File: config.mk
export PLATFORM = sky130hd
export DESIGN_NAME = l2_port_arbiter_flat
export DESIGN_NICKNAME = d
export VERILOG_FILES = /design/src/rtl/l2_port_arbiter_if.sv /design/src/rtl/l2_port_arbiter.sv /design/src/flat_wrapper.sv
export SDC_FILE = /design/constraint.sdc
export NUM_CORES = 1
export LEC_CHECK = 0
export CORE_MARGIN = 2
export CORE_UTILIZATION = 38
export DETAILED_ROUTE_END_ITERATION = 8
export GPL_ROUTABILITY_DRIVEN = 0
export PLACE_DENSITY_LB_ADDON = 0.25
export SYNTH_ARGS = -nofsm -noshare
export SYNTH_HDL_FRONTEND = slang
export SYNTH_SLANG_ARGS = --single-unit
File: constraint.sdc
create_clock -name CLK -period 1.8 [get_ports CLK]
set_clock_uncertainty 0.1 [all_clocks]
set_input_delay 0.27 -clock CLK [delete_from_list [all_inputs] [get_ports CLK]]
set_output_delay 0.27 -clock CLK [all_outputs]
set_load 0.05 [all_outputs]
File: src/rtl/l2_port_arbiter_if.sv
// L1-side and memory-side signal bundle for l2_port_arbiter.
// master = the arbiter itself; slave = the caches and L2 memory around it.
interface l2_port_arbiter_if #(
  parameter int ADDRESS_WIDTH = 32,
  parameter int L2_BUS_WIDTH  = 32
);
  localparam int AW = ADDRESS_WIDTH - 2;

  logic                    ADDRESS_TO_L2_VALID_INS;
  logic                    ADDRESS_TO_L2_READY_INS;
  logic [AW-1:0]           ADDRESS_TO_L2_INS;
  logic                    DATA_FROM_L2_VALID_INS;
  logic                    DATA_FROM_L2_READY_INS;
  logic [L2_BUS_WIDTH-1:0] DATA_FROM_L2_INS;

  logic                    READ_ADDR_TO_L2_VALID_DATA;
  logic                    READ_ADDR_TO_L2_READY_DATA;
  logic [AW-1:0]           READ_ADDR_TO_L2_DATA;
  logic                    DATA_FROM_L2_VALID_DATA;
  logic                    DATA_FROM_L2_READY_DATA;
  logic [L2_BUS_WIDTH-1:0] DATA_FROM_L2_DATA;

  logic                    WRITE_TO_L2_VALID_DATA;
  logic                    WRITE_TO_L2_READY_DATA;
  logic [AW-1:0]           WRITE_ADDR_TO_L2_DATA;
  logic [L2_BUS_WIDTH-1:0] DATA_TO_L2_DATA;
  logic                    WRITE_CONTROL_TO_L2_DATA;
  logic                    WRITE_COMPLETE_DATA;

  logic                    MEM_REQ_VALID;
  logic                    MEM_REQ_READY;
  logic                    MEM_REQ_WRITE;
  logic [AW-1:0]           MEM_REQ_ADDR;
  logic [L2_BUS_WIDTH-1:0] MEM_REQ_WDATA;
  logic                    MEM_RESP_VALID;
  logic [L2_BUS_WIDTH-1:0] MEM_RESP_DATA;

  modport master (
    input  ADDRESS_TO_L2_VALID_INS, ADDRESS_TO_L2_INS, DATA_FROM_L2_READY_INS,
    output ADDRESS_TO_L2_READY_INS, DATA_FROM_L2_VALID_INS, DATA_FROM_L2_INS,
    input  READ_ADDR_TO_L2_VALID_DATA, READ_ADDR_TO_L2_DATA, DATA_FROM_L2_READY_DATA,
    output READ_ADDR_TO_L2_READY_DATA, DATA_FROM_L2_VALID_DATA, DATA_FROM_L2_DATA,
    input  WRITE_TO_L2_VALID_DATA, WRITE_ADDR_TO_L2_DATA, DATA_TO_L2_DATA,
    input  WRITE_CONTROL_TO_L2_DATA,
    output WRITE_TO_L2_READY_DATA, WRITE_COMPLETE_DATA,
    output MEM_REQ_VALID, MEM_REQ_WRITE, MEM_REQ_ADDR, MEM_REQ_WDATA,
    input  MEM_REQ_READY, MEM_RESP_VALID, MEM_RESP_DATA
  );

  modport slave (
    output ADDRESS_TO_L2_VALID_INS, ADDRESS_TO_L2_INS, DATA_FROM_L2_READY_INS,
    input  ADDRESS_TO_L2_READY_INS, DATA_FROM_L2_VALID_INS, DATA_FROM_L2_INS,
    output READ_ADDR_TO_L2_VALID_DATA, READ_ADDR_TO_L2_DATA, DATA_FROM_L2_READY_DATA,
    input  READ_ADDR_TO_L2_READY_DATA, DATA_FROM_L2_VALID_DATA, DATA_FROM_L2_DATA,
    output WRITE_TO_L2_VALID_DATA, WRITE_ADDR_TO_L2_DATA, DATA_TO_L2_DATA,
    output WRITE_CONTROL_TO_L2_DATA,
    input  WRITE_TO_L2_READY_DATA, WRITE_COMPLETE_DATA,
    input  MEM_REQ_VALID, MEM_REQ_WRITE, MEM_REQ_ADDR, MEM_REQ_WDATA,
    output MEM_REQ_READY, MEM_RESP_VALID, MEM_RESP_DATA
  );
endinterface

File: src/rtl/l2_port_arbiter.sv
// Shares one L2 port between I-read, D-read and D-write, one transaction at a time.
// Define L2_ARB_ROUND_ROBIN_EN for round-robin grant instead of fixed priority.
module l2_port_arbiter #(
  parameter int ADDRESS_WIDTH = 32,
  parameter int L2_BUS_WIDTH  = 32
) (
  input logic                CLK,
  input logic                RESET_N,
  l2_port_arbiter_if.master  bus
);
  localparam int AW = ADDRESS_WIDTH - 2;

  typedef enum logic [1:0] {S_IDLE, S_ISSUE, S_WAIT, S_RETURN} state_t;
  typedef enum logic [1:0] {OWN_DWR = 2'd0, OWN_DRD = 2'd1, OWN_INS = 2'd2} owner_t;

  state_t                  state_q;
  owner_t                  owner_q;
  logic [AW-1:0]           addr_q;
  logic [L2_BUS_WIDTH-1:0] wdata_q;
  logic                    wr_q;
  logic                    req_vld_q;
  logic                    wc_q;
  logic                    ins_vld_q;
  logic                    drd_vld_q;
  logic [L2_BUS_WIDTH-1:0] ins_data_q;
  logic [L2_BUS_WIDTH-1:0] drd_data_q;

  logic [2:0]              req;
  logic                    grant_vld;
  owner_t                  grant_own;
  logic [AW-1:0]           grant_addr;
  logic                    accept;

  // Request vector indexed by owner code.
  assign req = {bus.ADDRESS_TO_L2_VALID_INS, bus.READ_ADDR_TO_L2_VALID_DATA,
                bus.WRITE_TO_L2_VALID_DATA};

`ifdef L2_ARB_ROUND_ROBIN_EN
  owner_t     last_q;
  logic [1:0] cand;

  // Search starts one past the last grant and wraps DWR -> DRD -> INS.
  always_comb begin
    grant_vld = 1'b0;
    grant_own = OWN_DWR;
    cand      = 2'd0;
    for (int unsigned k = 1; k <= 3; k++) begin
      cand = 2'((32'(last_q) + k) % 3);
      if (!grant_vld && req[cand]) begin
        grant_vld = 1'b1;
        grant_own = owner_t'(cand);
      end
    end
  end
`else
  always_comb begin
    grant_vld = 1'b1;
    grant_own = OWN_DWR;
    if (req[0])      grant_own = OWN_DWR;
    else if (req[1]) grant_own = OWN_DRD;
    else if (req[2]) grant_own = OWN_INS;
    else             grant_vld = 1'b0;
  end
`endif

  always_comb begin
    grant_addr = bus.ADDRESS_TO_L2_INS;
    case (grant_own)
      OWN_DWR: grant_addr = bus.WRITE_ADDR_TO_L2_DATA;
      OWN_DRD: grant_addr = bus.READ_ADDR_TO_L2_DATA;
      default: grant_addr = bus.ADDRESS_TO_L2_INS;
    endcase
  end

  assign accept = RESET_N && (state_q == S_IDLE) && grant_vld;

  assign bus.WRITE_TO_L2_READY_DATA     = accept && (grant_own == OWN_DWR);
  assign bus.READ_ADDR_TO_L2_READY_DATA = accept && (grant_own == OWN_DRD);
  assign bus.ADDRESS_TO_L2_READY_INS    = accept && (grant_own == OWN_INS);

  assign bus.MEM_REQ_VALID           = req_vld_q;
  assign bus.MEM_REQ_WRITE           = wr_q;
  assign bus.MEM_REQ_ADDR            = addr_q;
  assign bus.MEM_REQ_WDATA           = wdata_q;
  assign bus.WRITE_COMPLETE_DATA     = wc_q;
  assign bus.DATA_FROM_L2_VALID_INS  = ins_vld_q;
  assign bus.DATA_FROM_L2_INS        = ins_data_q;
  assign bus.DATA_FROM_L2_VALID_DATA = drd_vld_q;
  assign bus.DATA_FROM_L2_DATA       = drd_data_q;

  always_ff @(posedge CLK) begin
    if (!RESET_N) begin
      state_q    <= S_IDLE;
      owner_q    <= OWN_DWR;
      addr_q     <= '0;
      wdata_q    <= '0;
      wr_q       <= 1'b0;
      req_vld_q  <= 1'b0;
      wc_q       <= 1'b0;
      ins_vld_q  <= 1'b0;
      drd_vld_q  <= 1'b0;
      ins_data_q <= '0;
      drd_data_q <= '0;
`ifdef L2_ARB_ROUND_ROBIN_EN
      last_q     <= OWN_INS;
`endif
    end else begin
      wc_q <= 1'b0;
      case (state_q)
        S_IDLE: begin
          if (grant_vld) begin
            owner_q   <= grant_own;
            addr_q    <= grant_addr;
            wdata_q   <= (grant_own == OWN_DWR) ? bus.DATA_TO_L2_DATA : '0;
            wr_q      <= (grant_own == OWN_DWR) && bus.WRITE_CONTROL_TO_L2_DATA;
            req_vld_q <= 1'b1;
            state_q   <= S_ISSUE;
`ifdef L2_ARB_ROUND_ROBIN_EN
            last_q    <= grant_own;
`endif
          end
        end
        S_ISSUE: begin
          if (bus.MEM_REQ_READY) begin
            req_vld_q <= 1'b0;
            state_q   <= S_WAIT;
          end
        end
        S_WAIT: begin
          if (bus.MEM_RESP_VALID) begin
            if (owner_q == OWN_DWR) begin
              wc_q    <= 1'b1;
              state_q <= S_IDLE;
            end else if (owner_q == OWN_DRD) begin
              drd_data_q <= bus.MEM_RESP_DATA;
              drd_vld_q  <= 1'b1;
              state_q    <= S_RETURN;
            end else begin
              ins_data_q <= bus.MEM_RESP_DATA;
              ins_vld_q  <= 1'b1;
              state_q    <= S_RETURN;
            end
          end
        end
        S_RETURN: begin
          if ((owner_q == OWN_DRD && bus.DATA_FROM_L2_READY_DATA) ||
              (owner_q == OWN_INS && bus.DATA_FROM_L2_READY_INS)) begin
            drd_vld_q <= 1'b0;
            ins_vld_q <= 1'b0;
            state_q   <= S_IDLE;
          end
        end
        default: state_q <= S_IDLE;
      endcase
    end
  end
endmodule

File: src/flat_wrapper.sv
// flat-port wrapper written by rule: the top's interface ports become plain ports
module l2_port_arbiter_flat 
#(
  parameter int ADDRESS_WIDTH = 32,
  parameter int L2_BUS_WIDTH  = 32
)
  (CLK, RESET_N, bus_ADDRESS_TO_L2_VALID_INS, bus_ADDRESS_TO_L2_INS, bus_DATA_FROM_L2_READY_INS, bus_ADDRESS_TO_L2_READY_INS, bus_DATA_FROM_L2_VALID_INS, bus_DATA_FROM_L2_INS, bus_READ_ADDR_TO_L2_VALID_DATA, bus_READ_ADDR_TO_L2_DATA, bus_DATA_FROM_L2_READY_DATA, bus_READ_ADDR_TO_L2_READY_DATA, bus_DATA_FROM_L2_VALID_DATA, bus_DATA_FROM_L2_DATA, bus_WRITE_TO_L2_VALID_DATA, bus_WRITE_ADDR_TO_L2_DATA, bus_DATA_TO_L2_DATA, bus_WRITE_CONTROL_TO_L2_DATA, bus_WRITE_TO_L2_READY_DATA, bus_WRITE_COMPLETE_DATA, bus_MEM_REQ_VALID, bus_MEM_REQ_WRITE, bus_MEM_REQ_ADDR, bus_MEM_REQ_WDATA, bus_MEM_REQ_READY, bus_MEM_RESP_VALID, bus_MEM_RESP_DATA);
  l2_port_arbiter_if #(.ADDRESS_WIDTH(ADDRESS_WIDTH), .L2_BUS_WIDTH(L2_BUS_WIDTH)) bus_i ();
  input logic CLK;
  input logic RESET_N;
  input wire logic [$bits(bus_i.ADDRESS_TO_L2_VALID_INS)-1:0] bus_ADDRESS_TO_L2_VALID_INS;
  input wire logic [$bits(bus_i.ADDRESS_TO_L2_INS)-1:0] bus_ADDRESS_TO_L2_INS;
  input wire logic [$bits(bus_i.DATA_FROM_L2_READY_INS)-1:0] bus_DATA_FROM_L2_READY_INS;
  output wire logic [$bits(bus_i.ADDRESS_TO_L2_READY_INS)-1:0] bus_ADDRESS_TO_L2_READY_INS;
  output wire logic [$bits(bus_i.DATA_FROM_L2_VALID_INS)-1:0] bus_DATA_FROM_L2_VALID_INS;
  output wire logic [$bits(bus_i.DATA_FROM_L2_INS)-1:0] bus_DATA_FROM_L2_INS;
  input wire logic [$bits(bus_i.READ_ADDR_TO_L2_VALID_DATA)-1:0] bus_READ_ADDR_TO_L2_VALID_DATA;
  input wire logic [$bits(bus_i.READ_ADDR_TO_L2_DATA)-1:0] bus_READ_ADDR_TO_L2_DATA;
  input wire logic [$bits(bus_i.DATA_FROM_L2_READY_DATA)-1:0] bus_DATA_FROM_L2_READY_DATA;
  output wire logic [$bits(bus_i.READ_ADDR_TO_L2_READY_DATA)-1:0] bus_READ_ADDR_TO_L2_READY_DATA;
  output wire logic [$bits(bus_i.DATA_FROM_L2_VALID_DATA)-1:0] bus_DATA_FROM_L2_VALID_DATA;
  output wire logic [$bits(bus_i.DATA_FROM_L2_DATA)-1:0] bus_DATA_FROM_L2_DATA;
  input wire logic [$bits(bus_i.WRITE_TO_L2_VALID_DATA)-1:0] bus_WRITE_TO_L2_VALID_DATA;
  input wire logic [$bits(bus_i.WRITE_ADDR_TO_L2_DATA)-1:0] bus_WRITE_ADDR_TO_L2_DATA;
  input wire logic [$bits(bus_i.DATA_TO_L2_DATA)-1:0] bus_DATA_TO_L2_DATA;
  input wire logic [$bits(bus_i.WRITE_CONTROL_TO_L2_DATA)-1:0] bus_WRITE_CONTROL_TO_L2_DATA;
  output wire logic [$bits(bus_i.WRITE_TO_L2_READY_DATA)-1:0] bus_WRITE_TO_L2_READY_DATA;
  output wire logic [$bits(bus_i.WRITE_COMPLETE_DATA)-1:0] bus_WRITE_COMPLETE_DATA;
  output wire logic [$bits(bus_i.MEM_REQ_VALID)-1:0] bus_MEM_REQ_VALID;
  output wire logic [$bits(bus_i.MEM_REQ_WRITE)-1:0] bus_MEM_REQ_WRITE;
  output wire logic [$bits(bus_i.MEM_REQ_ADDR)-1:0] bus_MEM_REQ_ADDR;
  output wire logic [$bits(bus_i.MEM_REQ_WDATA)-1:0] bus_MEM_REQ_WDATA;
  input wire logic [$bits(bus_i.MEM_REQ_READY)-1:0] bus_MEM_REQ_READY;
  input wire logic [$bits(bus_i.MEM_RESP_VALID)-1:0] bus_MEM_RESP_VALID;
  input wire logic [$bits(bus_i.MEM_RESP_DATA)-1:0] bus_MEM_RESP_DATA;
  assign bus_i.ADDRESS_TO_L2_VALID_INS = bus_ADDRESS_TO_L2_VALID_INS;
  assign bus_i.ADDRESS_TO_L2_INS = bus_ADDRESS_TO_L2_INS;
  assign bus_i.DATA_FROM_L2_READY_INS = bus_DATA_FROM_L2_READY_INS;
  assign bus_ADDRESS_TO_L2_READY_INS = bus_i.ADDRESS_TO_L2_READY_INS;
  assign bus_DATA_FROM_L2_VALID_INS = bus_i.DATA_FROM_L2_VALID_INS;
  assign bus_DATA_FROM_L2_INS = bus_i.DATA_FROM_L2_INS;
  assign bus_i.READ_ADDR_TO_L2_VALID_DATA = bus_READ_ADDR_TO_L2_VALID_DATA;
  assign bus_i.READ_ADDR_TO_L2_DATA = bus_READ_ADDR_TO_L2_DATA;
  assign bus_i.DATA_FROM_L2_READY_DATA = bus_DATA_FROM_L2_READY_DATA;
  assign bus_READ_ADDR_TO_L2_READY_DATA = bus_i.READ_ADDR_TO_L2_READY_DATA;
  assign bus_DATA_FROM_L2_VALID_DATA = bus_i.DATA_FROM_L2_VALID_DATA;
  assign bus_DATA_FROM_L2_DATA = bus_i.DATA_FROM_L2_DATA;
  assign bus_i.WRITE_TO_L2_VALID_DATA = bus_WRITE_TO_L2_VALID_DATA;
  assign bus_i.WRITE_ADDR_TO_L2_DATA = bus_WRITE_ADDR_TO_L2_DATA;
  assign bus_i.DATA_TO_L2_DATA = bus_DATA_TO_L2_DATA;
  assign bus_i.WRITE_CONTROL_TO_L2_DATA = bus_WRITE_CONTROL_TO_L2_DATA;
  assign bus_WRITE_TO_L2_READY_DATA = bus_i.WRITE_TO_L2_READY_DATA;
  assign bus_WRITE_COMPLETE_DATA = bus_i.WRITE_COMPLETE_DATA;
  assign bus_MEM_REQ_VALID = bus_i.MEM_REQ_VALID;
  assign bus_MEM_REQ_WRITE = bus_i.MEM_REQ_WRITE;
  assign bus_MEM_REQ_ADDR = bus_i.MEM_REQ_ADDR;
  assign bus_MEM_REQ_WDATA = bus_i.MEM_REQ_WDATA;
  assign bus_i.MEM_REQ_READY = bus_MEM_REQ_READY;
  assign bus_i.MEM_RESP_VALID = bus_MEM_RESP_VALID;
  assign bus_i.MEM_RESP_DATA = bus_MEM_RESP_DATA;
  l2_port_arbiter #(.ADDRESS_WIDTH(ADDRESS_WIDTH), .L2_BUS_WIDTH(L2_BUS_WIDTH)) u_core (.CLK(CLK), .RESET_N(RESET_N), .bus(bus_i));
endmodule
======== Word level (Yosys, flattened, before mapping) ========
Cells that the tools add are included.
operators by class
  reduce and logical (&&, ||, !) cells .... 22
  eq/ne operators ......................... 14
  muxes and demuxes ....................... 27
  multiply operators ...................... 0
  bitwise logic cells ..................... 2
  $add $sub $neg .......................... 0
  shift operators ......................... 0
  magnitude comparators ................... 0
  div/mod/pow operators ................... 0
operators by type and width
  cell                number
  $pmux 30 s2         1
  $mux 32             1
  $mux 2              8
  $mux 1              13
  $reduce_and 4->1    3
  $reduce_and 5->1    2
  $eq 2x2->1 const B  4
  $logic_and 1x1->1   8
  $ne 2x2->1 const B  4
  $pmux 2 s4          1
  $eq 2x1->1 const B  3
  $logic_not 2->1     3
  $ne 2x1->1 const B  3
  $pmux 1 s2          3
  $reduce_and 3->1    2
  $reduce_bool 2->1   2
  $not 1->1           2
  $reduce_and 2->1    1
  $logic_or 1x1->1    1
word-level totals
  bits in read-only memories .............. 0
  memories ................................ 0
  register bits ........................... 135
  word-level logic and storage cells ...... 76
  memory bits (writable) .................. 0
  output and inout port bits .............. 134
  bits of input ports ..................... 164
  latch bits .............................. 0

======== Logic depth before layout (Yosys ltp) ========
  depth after elaboration ................. 5
  mapped depth ............................ 7
  depth with buffers taken out ............ 4

======== Worst setup path after synthesis ========
OpenSTA, ideal clock, no wires.
  path type ............................... flip-flop to output port
  start point ............................. register u_core.state_q[1]
  end point ............................... output bus_READ_ADDR_TO_L2_READY_DATA
  required time ........................... 1.430 ns
  stages on the path, launching flop included .. 5
  buffers on the path ..................... 1
  setup slack ............................. -0.381 ns
  data arrival time ....................... 1.811 ns
  path through ............................ dfxtp_1 > buf_4 > nor2_2 > nand3b_4 > nor3_1
on the way
  word-level cells in the longest chain between the ends .. 4
ends and longest elaborated chain
  what                            RTL line                RTL
  from (decl)                     l2_port_arbiter.sv:16   state_t state_q;
  from (signal assigned)          l2_port_arbiter.sv:93   state_q <= S_IDLE;
  from (signal assigned)          l2_port_arbiter.sv:117  state_q <= S_ISSUE;
  from (signal assigned)          l2_port_arbiter.sv:126  state_q <= S_WAIT;
  $logic_not 2->1                 l2_port_arbiter.sv:75   assign accept = RESET_N && (state_q == S_IDLE) && grant_vld;
  $logic_and 1x1->1 (2 in a row)  l2_port_arbiter.sv:75
  $logic_and 1x1->1               l2_port_arbiter.sv:78   assign bus.READ_ADDR_TO_L2_READY_DATA = accept && (grant_own == OWN_DRD);
  to (decl)                       flat_wrapper.sv:20      output wire logic [$bits(bus_i.READ_ADDR_TO_L2_READY_DATA)-1:0] bus_READ_ADDR_TO_L2_READY_DATA;
No other way between the ends.

======== Final worst setup path ========
  start point ............................. register u_core.state_q[0]
  end point ............................... output bus_ADDRESS_TO_L2_READY_INS
on the way
  word-level cells in the longest chain between the ends .. 4
ends and longest elaborated chain
  what                            RTL line               RTL
  $logic_not 2->1                 l2_port_arbiter.sv:75
  $logic_and 1x1->1 (2 in a row)  l2_port_arbiter.sv:75
  $logic_and 1x1->1               l2_port_arbiter.sv:79  assign bus.ADDRESS_TO_L2_READY_INS = accept && (grant_own == OWN_INS);
  to (decl)                       flat_wrapper.sv:14     output wire logic [$bits(bus_i.ADDRESS_TO_L2_READY_INS)-1:0] bus_ADDRESS_TO_L2_READY_INS;
No other way between the ends.

==> metrics.yaml <==
status: "finished with violations"
failed_checks: "negative setup slack"
start_util_pct: 39.1
postCtsHoldBufs: 0
finalHoldViolations: 0
post-route-util_pct: 66.9
viasPerCell: 5.03
synth-seq-cells: 135
ios: 298
syn_inst: 606
drive_gt1_share_pct: 23.2
gr-total-overflow: 0
io_buffers: 297
grt_pass1_wl_um: 26700
min_path_cells: 2
grt_pass1_vias: 5480
ys_types: 36
reg2reg_to: "u_core.bus.DATA_FROM_L2_INS[19]$_SDFFE_PN0P_"
dieArea_um2: 14600
vias: 5498
drc: 0
crit_required_ns: 1.43
fin_cells: 1093
rrSetupSlack_ns: 0.10
antenna_found_initial: 0
place_area_um2: 8180
wirelength_um: 17600
syn_avg_cell_area_um2: 8.58
fin_nets: 1068
max_slew_margin_pct: 76.0
drt_iter0_drc: 266
clk_pin_slew_worst_paths_ns: 0.06
cts_made_buffers: 17
p_per_area_nw_per_um2: 1100
period_needed_ns: 1.95
synth-warning-count: 0
stdcell_area_um2: 8890
synth_area_um2: 5200
setup_tns_ns: -0.277
report.power.total_mw: 9.77
cts-htree-levels: 4
pre_cts_slack_ns: -0.177
cts_num_sinks: 135
worstSetupEndpointType: "primary output"
rows: 42
dp_cells: 1057
cts_buffer_depth: 2
dieWidth_um: 121
vdd_drop_max_mv: 0.554
hold_start: "u_core.bus.DATA_FROM_L2_INS[21]$_SDFFE_PN0P_"
timing.fmax_mhz: 514
rsz0062_at_grt: "yes"
dpl.hpwl_um: 13000
track_usage_pct: 23.1
antenna_cells: 0
start_kind: "flop"
critPathKind: "flop to primary output"
insertion_delay_ns: 0.40
cp.arrival_ns: 1.58
rr_startpoint: "u_core.state_q[0]$_SDFFE_PN0P_"
ys_seq_area_share_pct: 52.0
ff2ff_path_depth: 6
die_h_um: 121
period_share_pct: 108
worst_slew_pin_slew_ns: 0.358
wl_per_cell_um: 16.1
grt_max_degree: 45
cts_tree: "built"
cap_violations: 0
drv_slew: 0
cp_max_fo: 3
core_area_um2: 13300
synth_fp_nets: 770
min_path_type: "flop to flop"
p_leak_nw: 3.61
layout_setup_ws_ns: -0.147
area_delta_synth_final_pct: 70.9
setup_viol: 3
fin_hold_ws_ns: 0.353
dr.pass1.iters: 4
whs_endpoint: "u_core.bus.DATA_FROM_L2_INS[21]$_SDFFE_PN0P_"
clockRootBuffer: "clkbuf_16"
ant_nets: 0
cell usage after synthesis:
cell      instances  area share, %
a21o_1            2           0.29
a21oi_1          69            6.6
a221oi_1          1           0.17
a22o_1           33            5.6
and2b_1           1           0.14
and3_1            2           0.24
and3b_1           2           0.34
and4b_1           1           0.19
buf_2            17            1.6
buf_4             8            1.2
buf_6             5            1.1
clkbuf_1         19            1.4
clkinv_1          1          0.072
dfxtp_1         135             52
inv_1             3           0.22
mux2i_1           1           0.19
nand2_1         160             12
nand2b_1          2           0.24
nand3_1           1          0.096
nand3b_1          2           0.29
nand3b_4          1           0.38
nand4b_1          1           0.17
nor2_1           36            2.6
nor2_2            1           0.12
nor2b_1          30            3.6
nor3_1            2           0.19
nor3_2            1           0.19
nor3b_1           1           0.14
nor4_1            1           0.12
nor4b_2           1           0.29
o21ai_0           2           0.19
o21bai_1          2           0.29
o22ai_1          30            3.6
o31a_1            1           0.17
o31ai_1          30            4.3
or3b_2            1           0.17
repair_timing:
action / 4_1_cts / 5_1_grt
resized for setup: 6 / 8
pin swaps: 2 / 1
buffers inserted: 1 / 1
cloned: 0 / 3
endpoints found under the setup margin: 3 / 57
endpoints found under the hold margin: 0 / 0
layer usage:
layer	track usage (%)	part of all wire, %	vias up
li1	-	-	2674
met1	23.9	37	2524
met2	42.3	50	257
met3	6.53	8.7	43
met4	11.5	3.8	0
met5	0	0	-
critical path, cell delays in order, from the launching register on:
cell	delay [ns]
dfxtp_4	0.35
nor2_4	0.16
nand3b_4	0.12
nor4b_4	0.36
buf_12	0.19
flip-flops by register name, indices dropped and copies added, names as in the netlist:
name / cells
u_core.bus.DATA_FROM_L2_DATA: 32
u_core.bus.DATA_FROM_L2_INS: 32
u_core.bus.DATA_FROM_L2_VALID_DATA: 1
u_core.bus.DATA_FROM_L2_VALID_INS: 1
u_core.bus.MEM_REQ_ADDR: 30
u_core.bus.MEM_REQ_VALID: 1
u_core.bus.MEM_REQ_WDATA: 32
u_core.bus.MEM_REQ_WRITE: 1
u_core.bus.WRITE_COMPLETE_DATA: 1
u_core.owner_q: 2
u_core.state_q: 2
cell usage in the layout, fill, tap and decap left out, types with 2 or more instances in the layout:
cell type / n
nor3_2: 2
o22ai_1: 30
nor2b_1: 30
nand2b_1: 2
clkinvlp_4: 3
buf_4: 146
o31ai_1: 30
clkbuf_16: 19
o21bai_1: 2
inv_1: 3
buf_12: 14
dfxtp_1: 133
a21oi_1: 67
nand2_1: 159
o21ai_0: 2
and3b_1: 2
nor2_1: 35
a22o_1: 33
bufinv_16: 3
nand3b_1: 2
a21o_1: 2
clkinv_2: 4
clkdlybuf4s50_1: 163
clkbuf_8: 2
buf_6: 2
a21oi_2: 2
worst max-delay path by stage:
stage / from / end / slack (ns) / cells past startpoint
6_report: u_core.state_q[0]$_SDFFE_PN0P_ / bus_ADDRESS_TO_L2_READY_INS / -0.15 / 4
5_1_grt: u_core.state_q[0]$_SDFFE_PN0P_ / bus_ADDRESS_TO_L2_READY_INS / -0.19 / 4
4_1_cts: u_core.state_q[0]$_SDFFE_PN0P_ / bus_ADDRESS_TO_L2_READY_INS / -0.16 / 4
3_5_place_dp: bus_READ_ADDR_TO_L2_VALID_DATA / u_core.bus.MEM_REQ_ADDR[12]$_SDFFE_PN0P_ / -0.18 / 7
3_3_place_gp: bus_WRITE_TO_L2_VALID_DATA / bus_ADDRESS_TO_L2_READY_INS / -0.14 / 5
2_1_floorplan: u_core.state_q[1]$_SDFFE_PN0P_ / bus_ADDRESS_TO_L2_READY_INS / 0.03 / 4
logic make-up after synthesis:
kind of cell	after synthesis	share of synthesized area, %
compound gates	170	21.2
buf+inv	53	5.53
flops	135	52.0
mux	1	0.192
simple gates	247	21.1
layout make-up:
cell class,count,area (um^2)
Inverter,4,15.0
Multi-Input combinational cell,418,2250
Sequential cell,135,2710
Timing Repair Buffer,328,3090
Fill cell,1076,4410
Clock inverter,12,150
Clock buffer,20,457
Tap cell,176,220
power by group:
part | internal, mW | switching (mW)
logic | 1.10 | 1.67
clock network | 2.25 | 1.28
registers | 3.29 | 0.184
total | 6.63 | 3.13
(Power assumes the default switching activity.)
==> RTL change 1: new RTL, same flow settings <==
Build with the macro `L2_ARB_ROUND_ROBIN_EN` defined.
--- a/src/rtl/l2_port_arbiter.sv
+++ b/src/rtl/l2_port_arbiter.sv
@@ -2,2 +2,4 @@
 // Define L2_ARB_ROUND_ROBIN_EN for round-robin grant instead of fixed priority.
+`define L2_ARB_ROUND_ROBIN_EN
+
 module l2_port_arbiter #(
Formal check against the unedited RTL: not equivalent (a bounded check fails within 4 cycles, from zero or initial values and one cycle with RESET_N low).
==> RTL change 1 against the original RTL <==
The run still ends with negative setup slack left; synthesized cell count is 20% higher; worst setup slack worse by 0.55 ns; sequential cell count is 1 higher; register-to-register slack worse by 0.79 ns; worst hold slack worse by 0.12 ns; synthesized area is 14% higher; core utilization is 4.9 points higher; routed wire length is 30% higher; critical endpoint is now bus_READ_ADDR_TO_L2_READY_DATA; final area is 23% higher.
Power is not compared: it rests on default switching activity, and its combinational part moved more than twofold at a synthesized area within 25%.
==> RTL change 1: results <==
set metrics [dict create \
    status "finished, violations left" \
    violations "negative setup slack" \
    ctsResizeCount 87 \
    synthAdderAreaFrac_pct 0.630 \
    synthCells 730 \
    wl_met2_um 11000 \
    met3_length_um 1830 \
    viasPerCell 5.36 \
    arrival_ns 2.12 \
    post_cts_buffers 20 \
    synth_compound_area_share_pct 27.1 \
    grt_pass1_wl_um 35200 \
    hp-start "RESET_N" \
    gr-usage-met3_pct 6.98 \
    grt_util_met2_pct 45.2 \
    crit_fanout 4 \
    crit_slowest_cell "dfxtp_4" \
    synth_common_cells "199 x nand2_1, 136 x dfxtp_1, 79 x a21boi_0" \
    layout-drive-gt1-share_pct 30.6 \
    grtUsageMet1_pct 32.3 \
    slew_headroom_pct 72.3 \
    n_fill_cell 1170 \
    grt_pass1_vias 6822 \
    dp_cells 1224 \
    muxShareOfSynthArea_pct 0.168 \
    dpl.hpwl_um 14200 \
    whs_path_depth 4 \
    routedWlPerCell_um 17.7 \
    fin_tns_setup_ns -41.09 \
    post_dp_cell_area_um2 9260 \
    nets 1238 \
    fin_ws_ns -0.695 \
    hp-class "in -> reg" \
    wl_met1_um 9200 \
    crit_path_start "u_core.owner_q[0]" \
    setup-violations-final 71 \
]
[RTL change 1: changes by cell type after synthesis, moves of 31 or more]
cell	unedited run	this run
nand3_1	1	35
a21oi_1	69	1
a21boi_0	0	79
a22o_1	33	2
o21ai_0	2	37
nand4_1	0	34
nand2_1	160	199
[RTL change 1: report_power, final]
| part | internal (µW) | leakage (µW) | switching [µW] |
|---|---|---|---|
| Sequential | 3640 | 0.00111 | 415 |
| Clock | 2200 | 0.000290 | 1370 |
| Combinational | 5730 | 0.00292 | 6610 |
| Total | 11600 | 0.00432 | 8390 |
[RTL change 1: worst paths after layout]
path / to / slack (ns)
worst max-delay path: bus_READ_ADDR_TO_L2_READY_DATA / -0.69
worst min register to register: u_core.bus.MEM_REQ_WDATA[9] / 0.35
worst max register to register: u_core.bus.MEM_REQ_WDATA[21] / -0.69
worst min-delay path: u_core.owner_q[1] / 0.23
[RTL change 1: cell type report]
| class | instances | area, µm² | share of cell area, % |
|---|---|---|---|
| well taps | 211 | 264 | 2.41 |
| inverters | 6 | 27.5 | 0.252 |
| repair buffers | 390 | 3970 | 36.3 |
| flip-flops and latches | 136 | 2730 | 24.9 |
| multi-input cells | 520 | 3350 | 30.6 |
| clock buffers | 19 | 433 | 3.96 |
| clock inverters | 13 | 170 | 1.55 |
[RTL change 1: worst max-delay path: cells and delay by family, from the launching register on]
| family | cells | cell delay [ns] |
|---|---|---|
| and+or+nand+nor | 3 | 0.47 |
| muxes | 1 | 0.19 |
| adders and majority gates | 1 | 0.18 |
| AOI/OAI and AO/OA | 1 | 0.23 |
| buffers and inverters | 2 | 0.29 |
| DFF | 1 | 0.37 |
==> RTL change 2: new RTL, same flow settings <==
Made on the original files. The 4 states of `state_t` get a one-hot encoding in 4 bits.
--- a/src/rtl/l2_port_arbiter.sv
+++ b/src/rtl/l2_port_arbiter.sv
@@ -12,3 +12,3 @@
 
-  typedef enum logic [1:0] {S_IDLE, S_ISSUE, S_WAIT, S_RETURN} state_t;
+  typedef enum logic [3:0] {S_IDLE = 4'b0001, S_ISSUE = 4'b0010, S_WAIT = 4'b0100, S_RETURN = 4'b1000} state_t;
   typedef enum logic [1:0] {OWN_DWR = 2'd0, OWN_DRD = 2'd1, OWN_INS = 2'd2} owner_t;
Behaviour: no difference found for any inputs over 4 cycles, from zero or initial values and one cycle with RESET_N low; so few cycles prove little.
==> RTL change 2 against the original RTL <==
Count of clock-buffer cells in the layout down 2; die area up 13%; highest routed layer unchanged; routed wire length up 14%; worst setup slack worse by 0.069 ns; sequential cell count up 2; worst hold slack worse by 0.26 ns; core utilization down 2.7 points; largest power group unchanged; global-route usage about the same; final area up 9.8%; fmax down 3.4%; critical path type unchanged; synthesized area up 14%; the run still ends with negative setup slack left; first-iteration DRC count up 21%; total power up 1.6%.
==> RTL change 2: results <==
set metrics [dict create \
    status "finished, violations left" \
    violations "negative setup slack" \
    switchingPower_uw 3280 \
    fin_ws_ns -0.216 \
    whs_path_depth 3 \
    ir_drop_mv 0.685 \
    fin_hold_ws_ns 0.0962 \
    r2r_slack_ns 0 \
    synth_xor_area_share_pct 0.148 \
    synth_compound_area_share_pct 18.8 \
    power.density_nw_per_um2 1020 \
    grt_max_degree 97 \
    first_iter_violations 321 \
    worst_r2r_path_depth 4 \
    syn_nets 832 \
    track_usage_pct 23.1 \
    grt_pass1_vias 5953 \
    setup-violations-final 4 \
    yosys-top-cells-area "dfxtp_1 46%, mux2i_1 11%, nand2_1 8.1%" \
    routedWlPerCell_um 17.3 \
    worstReg2RegEnd "u_core.state_q[0]" \
    muxShareOfSynthArea_pct 10.8 \
    dpl.hpwl_um 13800 \
    dpl_worst_slack_ns -0.312 \
    hp-class "in -> reg" \
    via_count 6134 \
    n_fill_cell 1314 \
]
[RTL change 2: cell count changes after synthesis, moves of 33 or more]
cell / unedited run / this run
a22o_1: 33 / 0
mux2i_1: 1 / 64
a21oi_1: 69 / 36
nand3_1: 1 / 36
clkbuf_1: 19 / 53
[RTL change 2: per-stage QoR]
step / utilization (%) / instance area, µm² / power [µW] / setup TNS, ns
after global routing: 64.2 / 9760 / 10300 / -1.99
after floorplan: - / 5950 / 5140 / 0
after global placement: 59.0 / 8970 / 6220 / -12.29
final: 64.2 / 9760 / 9930 / -0.631
after detailed placement: 59.0 / 8970 / 6230 / -14.02
after CTS: 63.3 / 9630 / 9950 / -0.862
[RTL change 2: worst max path at each step]
stage | startpoint | to | cells past startpoint
after floorplan | u_core.state_q[1] | bus_READ_ADDR_TO_L2_READY_DATA | 5
after detailed placement | bus_ADDRESS_TO_L2_VALID_INS | u_core.bus.MEM_REQ_ADDR[11] | 5
after global placement | bus_ADDRESS_TO_L2_VALID_INS | u_core.bus.MEM_REQ_ADDR[16] | 5
after CTS | u_core.state_q[3] | bus_ADDRESS_TO_L2_READY_INS | 5
final | u_core.state_q[3] | bus_WRITE_TO_L2_READY_DATA | 5
after global routing | u_core.state_q[3] | bus_ADDRESS_TO_L2_READY_INS | 5
[RTL change 2: critical path, stage by stage (launching register included)]
cell     delay, ns
dfxtp_2       0.32
buf_6         0.11
nor4b_4       0.30
buf_4         0.17
and3_4        0.19
buf_12        0.13
[RTL change 2: per-layer routing]
layer | wire length, µm | vias to the layer above | GRT usage, %
met5 | 0 | - | 0
met1 | 8130 | 2853 | 27.6
li1 | - | 3014 | -
met3 | 1860 | 35 | 8.27
met4 | 488 | 0 | 9.34
met2 | 9690 | 232 | 38.1
[RTL change 2: power by group through the flow]
stage / logic, µW / registers [µW] / clock network, µW
finish: 2840 / 3420 / 3670
global route: 3010 / 3440 / 3870
CTS: 2790 / 3410 / 3740
detailed placement: 2750 / 3480 / 0
global placement: 2750 / 3470 / 0
floorplan: 936 / 4210 / 0
[RTL change 2: kinds of logic (layout without fill, tap and decap cells)]
family | after synthesis | in the layout
simple gates | 219 | 219
compound gates | 172 | 172
flops | 137 | 137
buf+inv | 75 | 382
mux | 64 | 64
xor+xnor | 1 | 1
[RTL change 2: layout make-up]
class                           instances  area [µm²]  area share, %
Clock inverter                         14         181           1.86
Clock buffer                           18         439           4.50
Tap cell                              188         235           2.41
Sequential cell                       137        2750           28.1
Timing Repair Buffer                  346        3200           32.8
Inverter                                4        15.0          0.154
Multi-Input combinational cell        456        2940           30.1
[RTL change 2: what timing repair did]
action	in CTS	in global routing
cloned	0	3
pin swaps	3	5
setup endpoints to repair	5	106
resized for setup	5	9
buffers inserted	3	3
